`src/rtl/addsub_if.sv`:
```
// addsub_if: operand/result handshake bundle for nibble_serial_addsub (overflow under ADDSUB_OVF_EN)
interface addsub_if #(parameter int WIDTH = 16);
  logic in_valid;
  logic in_ready;
  logic op_sub;
  logic [WIDTH-1:0] a;
  logic [WIDTH-1:0] b;
  logic out_valid;
  logic out_ready;
  logic [WIDTH-1:0] result;
  logic carry_out;
`ifdef ADDSUB_OVF_EN
  logic overflow;
  modport master(output in_valid, op_sub, a, b, out_ready,
                 input in_ready, out_valid, result, carry_out, overflow);
  modport slave(input in_valid, op_sub, a, b, out_ready,
                output in_ready, out_valid, result, carry_out, overflow);
`else
  modport master(output in_valid, op_sub, a, b, out_ready,
                 input in_ready, out_valid, result, carry_out);
  modport slave(input in_valid, op_sub, a, b, out_ready,
                output in_ready, out_valid, result, carry_out);
`endif
endinterface

```
`src/rtl/nibble_serial_addsub.sv`:
```
// nibble_serial_addsub: WIDTH-bit add/sub through one 4-bit adder, one nibble per cycle; ADDSUB_OVF_EN adds signed overflow
module nibble_adder4 (
  input  logic [3:0] in1,
  input  logic [3:0] in2,
  input  logic       cin1,
  input  logic       cin2,
  output logic [3:0] out,
  output logic       co
);
  // cin1 is the carry-in; cin1^cin2 selects true in2, otherwise in2 is inverted
  logic [3:0] opnd;
  assign opnd = (cin1 ^ cin2) ? in2 : ~in2;
  assign {co, out} = {1'b0, in1} + {1'b0, opnd} + {4'b0, cin1};
endmodule

module nibble_serial_addsub #(parameter int WIDTH = 16) (
  input logic clk,
  input logic rst,
  addsub_if.slave bus
);
  localparam int NIB = WIDTH / 4;
  localparam int CW = $clog2(NIB);
  localparam logic [1:0] IDLE = 2'd0;
  localparam logic [1:0] RUN = 2'd1;
  localparam logic [1:0] DONE = 2'd2;
  logic [1:0] state;
  logic [CW-1:0] nib_cnt;
  logic [WIDTH-1:0] a_q, b_q, res_q;
  logic sub_q, c_q, vld_q, last;
  logic [3:0] a_n, b_n, in2, sum;
  logic cin2, co;
  assign a_n = 4'(a_q >> {nib_cnt, 2'b00});
  assign b_n = 4'(b_q >> {nib_cnt, 2'b00});
  assign in2 = (!sub_q && !c_q) ? ~b_n : b_n;
  assign cin2 = sub_q & c_q;
  assign last = nib_cnt == CW'(NIB - 1);
  nibble_adder4 u_add (.in1(a_n), .in2(in2), .cin1(c_q), .cin2(cin2), .out(sum), .co(co));
  assign bus.in_ready = state == IDLE;
  assign bus.out_valid = vld_q;
  assign bus.result = res_q;
  assign bus.carry_out = c_q;
`ifdef ADDSUB_OVF_EN
  logic ov_q;
  assign bus.overflow = ov_q;
  // carry into the MSB is recovered from the sign bits of a, effective b and the result
  always_ff @(posedge clk or posedge rst)
    if (rst) ov_q <= 1'b0;
    else if (state == RUN && last) ov_q <= a_q[WIDTH-1] ^ b_q[WIDTH-1] ^ sub_q ^ sum[3] ^ co;
`endif
  always_ff @(posedge clk or posedge rst) begin
    if (rst) begin
      state <= IDLE;
      nib_cnt <= '0;
      a_q <= '0;
      b_q <= '0;
      res_q <= '0;
      sub_q <= 1'b0;
      c_q <= 1'b0;
      vld_q <= 1'b0;
    end else begin
      case (state)
        IDLE: if (bus.in_valid) begin
          a_q <= bus.a;
          b_q <= bus.b;
          sub_q <= bus.op_sub;
          c_q <= bus.op_sub;
          nib_cnt <= '0;
          state <= RUN;
        end
        RUN: begin
          res_q[{nib_cnt, 2'b00} +: 4] <= sum;
          c_q <= co;
          nib_cnt <= nib_cnt + 1'b1;
          if (last) state <= DONE;
        end
        DONE: if (vld_q && bus.out_ready) begin
          vld_q <= 1'b0;
          state <= IDLE;
        end else vld_q <= 1'b1;
        default: state <= IDLE;
      endcase
    end
  end
endmodule

```
`src/flat_wrapper.sv`:
```
// flat-port wrapper written by rule: the top's interface ports become plain ports
module nibble_serial_addsub_flat 
#(parameter int WIDTH = 16)
  (clk, rst, bus_in_valid, bus_op_sub, bus_a, bus_b, bus_out_ready, bus_in_ready, bus_out_valid, bus_result, bus_carry_out);
  addsub_if #(.WIDTH(WIDTH)) bus_i ();
  input logic clk;
  input logic rst;
  input wire logic [$bits(bus_i.in_valid)-1:0] bus_in_valid;
  input wire logic [$bits(bus_i.op_sub)-1:0] bus_op_sub;
  input wire logic [$bits(bus_i.a)-1:0] bus_a;
  input wire logic [$bits(bus_i.b)-1:0] bus_b;
  input wire logic [$bits(bus_i.out_ready)-1:0] bus_out_ready;
  output wire logic [$bits(bus_i.in_ready)-1:0] bus_in_ready;
  output wire logic [$bits(bus_i.out_valid)-1:0] bus_out_valid;
  output wire logic [$bits(bus_i.result)-1:0] bus_result;
  output wire logic [$bits(bus_i.carry_out)-1:0] bus_carry_out;
  assign bus_i.in_valid = bus_in_valid;
  assign bus_i.op_sub = bus_op_sub;
  assign bus_i.a = bus_a;
  assign bus_i.b = bus_b;
  assign bus_i.out_ready = bus_out_ready;
  assign bus_in_ready = bus_i.in_ready;
  assign bus_out_valid = bus_i.out_valid;
  assign bus_result = bus_i.result;
  assign bus_carry_out = bus_i.carry_out;
  nibble_serial_addsub #(.WIDTH(WIDTH)) u_core (.clk(clk), .rst(rst), .bus(bus_i));
endmodule
```
`config.mk`:
```
export PLATFORM = sky130hd
export DESIGN_NAME = nibble_serial_addsub_flat
export DESIGN_NICKNAME = d
export VERILOG_FILES = /design/src/rtl/addsub_if.sv /design/src/rtl/nibble_serial_addsub.sv /design/src/flat_wrapper.sv
export SDC_FILE = /design/constraint.sdc
export NUM_CORES = 1
export LEC_CHECK = 0
export BUFFER_PORTS_ARGS = -buffer_cell sky130_fd_sc_hd__buf_2
export CORE_ASPECT_RATIO = 0.8
export CORE_MARGIN = 2
export CORE_UTILIZATION = 35
export DETAILED_ROUTE_END_ITERATION = 7
export PLACE_DENSITY_LB_ADDON = 0.12
export RECOVER_POWER = 100
export SYNTH_ARGS = -nofsm -noshare
export SYNTH_HDL_FRONTEND = slang
export SYNTH_SLANG_ARGS = --single-unit
```
`constraint.sdc`:
```
create_clock -name clk -period 6.31 [get_ports clk]
set_input_delay 1.262 -clock clk [delete_from_list [all_inputs] [get_ports clk]]
set_output_delay 1.262 -clock clk [all_outputs]
set_load 0.005 [all_outputs]
```
==> results.txt <==
Placed Area - 3027 sq um
overflow left after global routing - 0
Final min period - 3.712 ns
Starting Density - 36.17%
Synth Instances - 253
Post-CTS Hold Buffers - 0
number of fill cells in the layout - 775
worst clock skew - 0.006560 ns
initial antenna violation count - 0
Synth warnings - 0
CP required - 6.09 ns
fmax - 0.2694 GHz
clk sinks - 55
actual slew at the worst max-slew pin - 2.945 ns
Period Utilization, post-route - 58.83%
H-tree depth - 2
unrepaired setup endpoints after global routing - no
Longest Clk Path Bufs - 2
drt wl/cell - 13.88 microns
synthesized area per cell - 10.57 sq um
Setup Viol. Count Final - 0
Post-synth ARST share - 100.0%
PwrDens - 559.1 nW/um^2
Max Slew Vio Count - 92
DR vias/cell - 4.561
Post-CTS Setup Inserts - 0
CP max stage delay - 2.07 ns
via count - 1879
outcome - finished, violations left
total wire length - 5719 microns
CTS buffer count - 5
Total GRT Usage - 15.24%
clock slew seen by the registers of the worst setup and hold paths - 0.09 ns
EDFF count, synth - 0
relative slew slack - -96.33%
Netlist Area Pre-Place - 2674 sq um
share of layout cells above drive strength 1 - 20.20%
vias in the first global route - 1925
Peak VDD IR - 0.2281 mV
max-cap violations - 2
leakage - 1.598 nW
residual DRC count - 0
CP startpoint kind - input pin
Arrival @ worst endpoint - 3.49 ns
Setup Crit Path Kind - input pin to asynchronous set/reset pin
Yosys cell types - 39
first-iteration detailed-routing DRC count - 74
failing checks - max-capacitance violations, max-slew violations
slowest stage cell, crit path - clkbuf_1
hpwl dp - 4072 microns
first-pass GRT wire length - 9839 microns
Post-synth top flop - dfrtp_1
CORE AREA - 7392 sq um
fin area - 3123 sq um
row cnt - 28
crit path cell chain - buf_2, inv_1, clkbuf_1
final net count - 354
post-synthesis sequential area ratio - 51.47%
PortBufs - 55
post-CTS resize count - 0
Routed Antenna Nets - 0
Clk Latency, worst-skew pair - 0.31 ns
CP max FO - 55
TritonCTS clock tree - done
P&R area growth vs syn - 16.80%
full die area - 8359 sq um
post-synthesis register bit count - 55
Die W - 101.7 microns
largest net degree at the start of global routing - 56
n_diodes - 0
length of the first detailed-routing pass in iterations - 4
Hold Violations, Final - 0
CP Capture Type - asynchronous set/reset pin
Syn Nets - 301
clock root cell - clkbuf_8
I/O pin total - 56
Worst Hold Class - flip-flop to flip-flop
routability cong. - 0.7594
die height - 82.18 microns
Final TNS setup - 0 ns
per-layer routing:
| layer | up-vias | wire length [microns] | GRT usage, % |
|---|---|---|---|
| li1 | 958 | - | - |
| met1 | 876 | 3069 | 22.99 |
| met2 | 38 | 2391 | 22.63 |
| met3 | 7 | 203 | 2.862 |
| met4 | 0 | 54 | 3.649 |
| met5 | - | 0 | 0 |
power by group:
| part | switching (mW) | leakage, nW | internal [mW] | total (mW) |
|---|---|---|---|---|
| Sequential | 0.128 | 0.701 | 0.507 | 0.635 |
| Clock | 0.114 | 0.0612 | 0.129 | 0.243 |
| Combinational | 0.484 | 0.836 | 0.384 | 0.868 |
critical path: cells and delay by family:
kind,cells,cell delay [ns]
buf+inv,3,2.20
synthesized netlist by cell type, types with 4 or more instances:
cell type / instances / area share, %
o21ai_0: 7 / 1.3
buf_2: 6 / 1.1
xnor2_1: 5 / 1.6
mux4_1: 8 / 7.9
nand2_1: 108 / 15
a22o_1: 9 / 2.9
o31ai_1: 4 / 1.1
dfrtp_1: 55 / 51
ha_1: 9 / 4.2
placed cells by master (no fill, tap or decap), types with 3 or more instances in the layout:
master      n
o31ai_1     4
xnor2_1     5
nand3b_1    3
nand3_1     3
inv_1       3
buf_2      47
dfrtp_1    55
a22o_1      9
clkbuf_1   11
o21ai_0     7
nor2b_1     3
nand2_1   108
clkbuf_8    6
mux4_1      8
ha_1        9
state kept, by name (all words and copies together) (netlist names):
register,flops
u_core.a_q,16
u_core.b_q,16
u_core.bus.carry_out,1
u_core.bus.out_valid,1
u_core.bus.result,16
u_core.nib_cnt,2
u_core.state,2
u_core.sub_q,1
through the flow:
| step | util [%] | worst slack (ns) | hold slack, ns | std cells | total power [mW] |
|---|---|---|---|---|---|
| after floorplan | - | 3.705 | 0.4373 | 253 | 1.284 |
| after global placement | 40.94 | 3.292 | 0.4533 | 404 | 1.521 |
| after detailed placement | 40.94 | 3.203 | 0.4542 | 404 | 1.535 |
| after CTS | 42.54 | 3.182 | 0.4776 | 412 | 1.788 |
| after global routing | 42.25 | 1.898 | 0.5112 | 412 | 1.935 |
| final | 42.25 | 2.598 | 0.4723 | 412 | 1.746 |
area by class of cell:
class,count,area [sq um],area share (%)
Multi-Input combinational cell,182,1206,38.62
Inverter,4,15.01,0.4808
Clock buffer,6,82.58,2.644
Timing Repair Buffer,58,276.5,8.854
Tap cell,105,131.4,4.207
Sequential cell,55,1376,44.07
Clock inverter,2,35.03,1.122
final timing paths:
path | from | endpoint | slack [ns] | cells after the start
max in group clk | u_core.nib_cnt[0] | u_core.bus.result[6] | 3.20 | 6
setup reg to reg | u_core.nib_cnt[0] | u_core.bus.result[6] | 3.20 | 6
hold reg to reg | u_core.a_q[4] | u_core.a_q[4] | 0.47 | 2
min in group asynchronous | rst | u_core.a_q[11] | 2.07 | 3
hold / removal | u_core.a_q[4] | u_core.a_q[4] | 0.47 | 2
setup / recovery | rst | u_core.b_q[14] | 2.60 | 3
cells by family after synthesis:
kind of cell | synth area share, %
fa+ha+maj | 5.709
buf+inv | 3.650
flops | 51.47
compound gates | 7.066
mux | 8.283
simple gates | 22.18
xor+xnor | 1.638
Power figures use the tool's default switching activity.
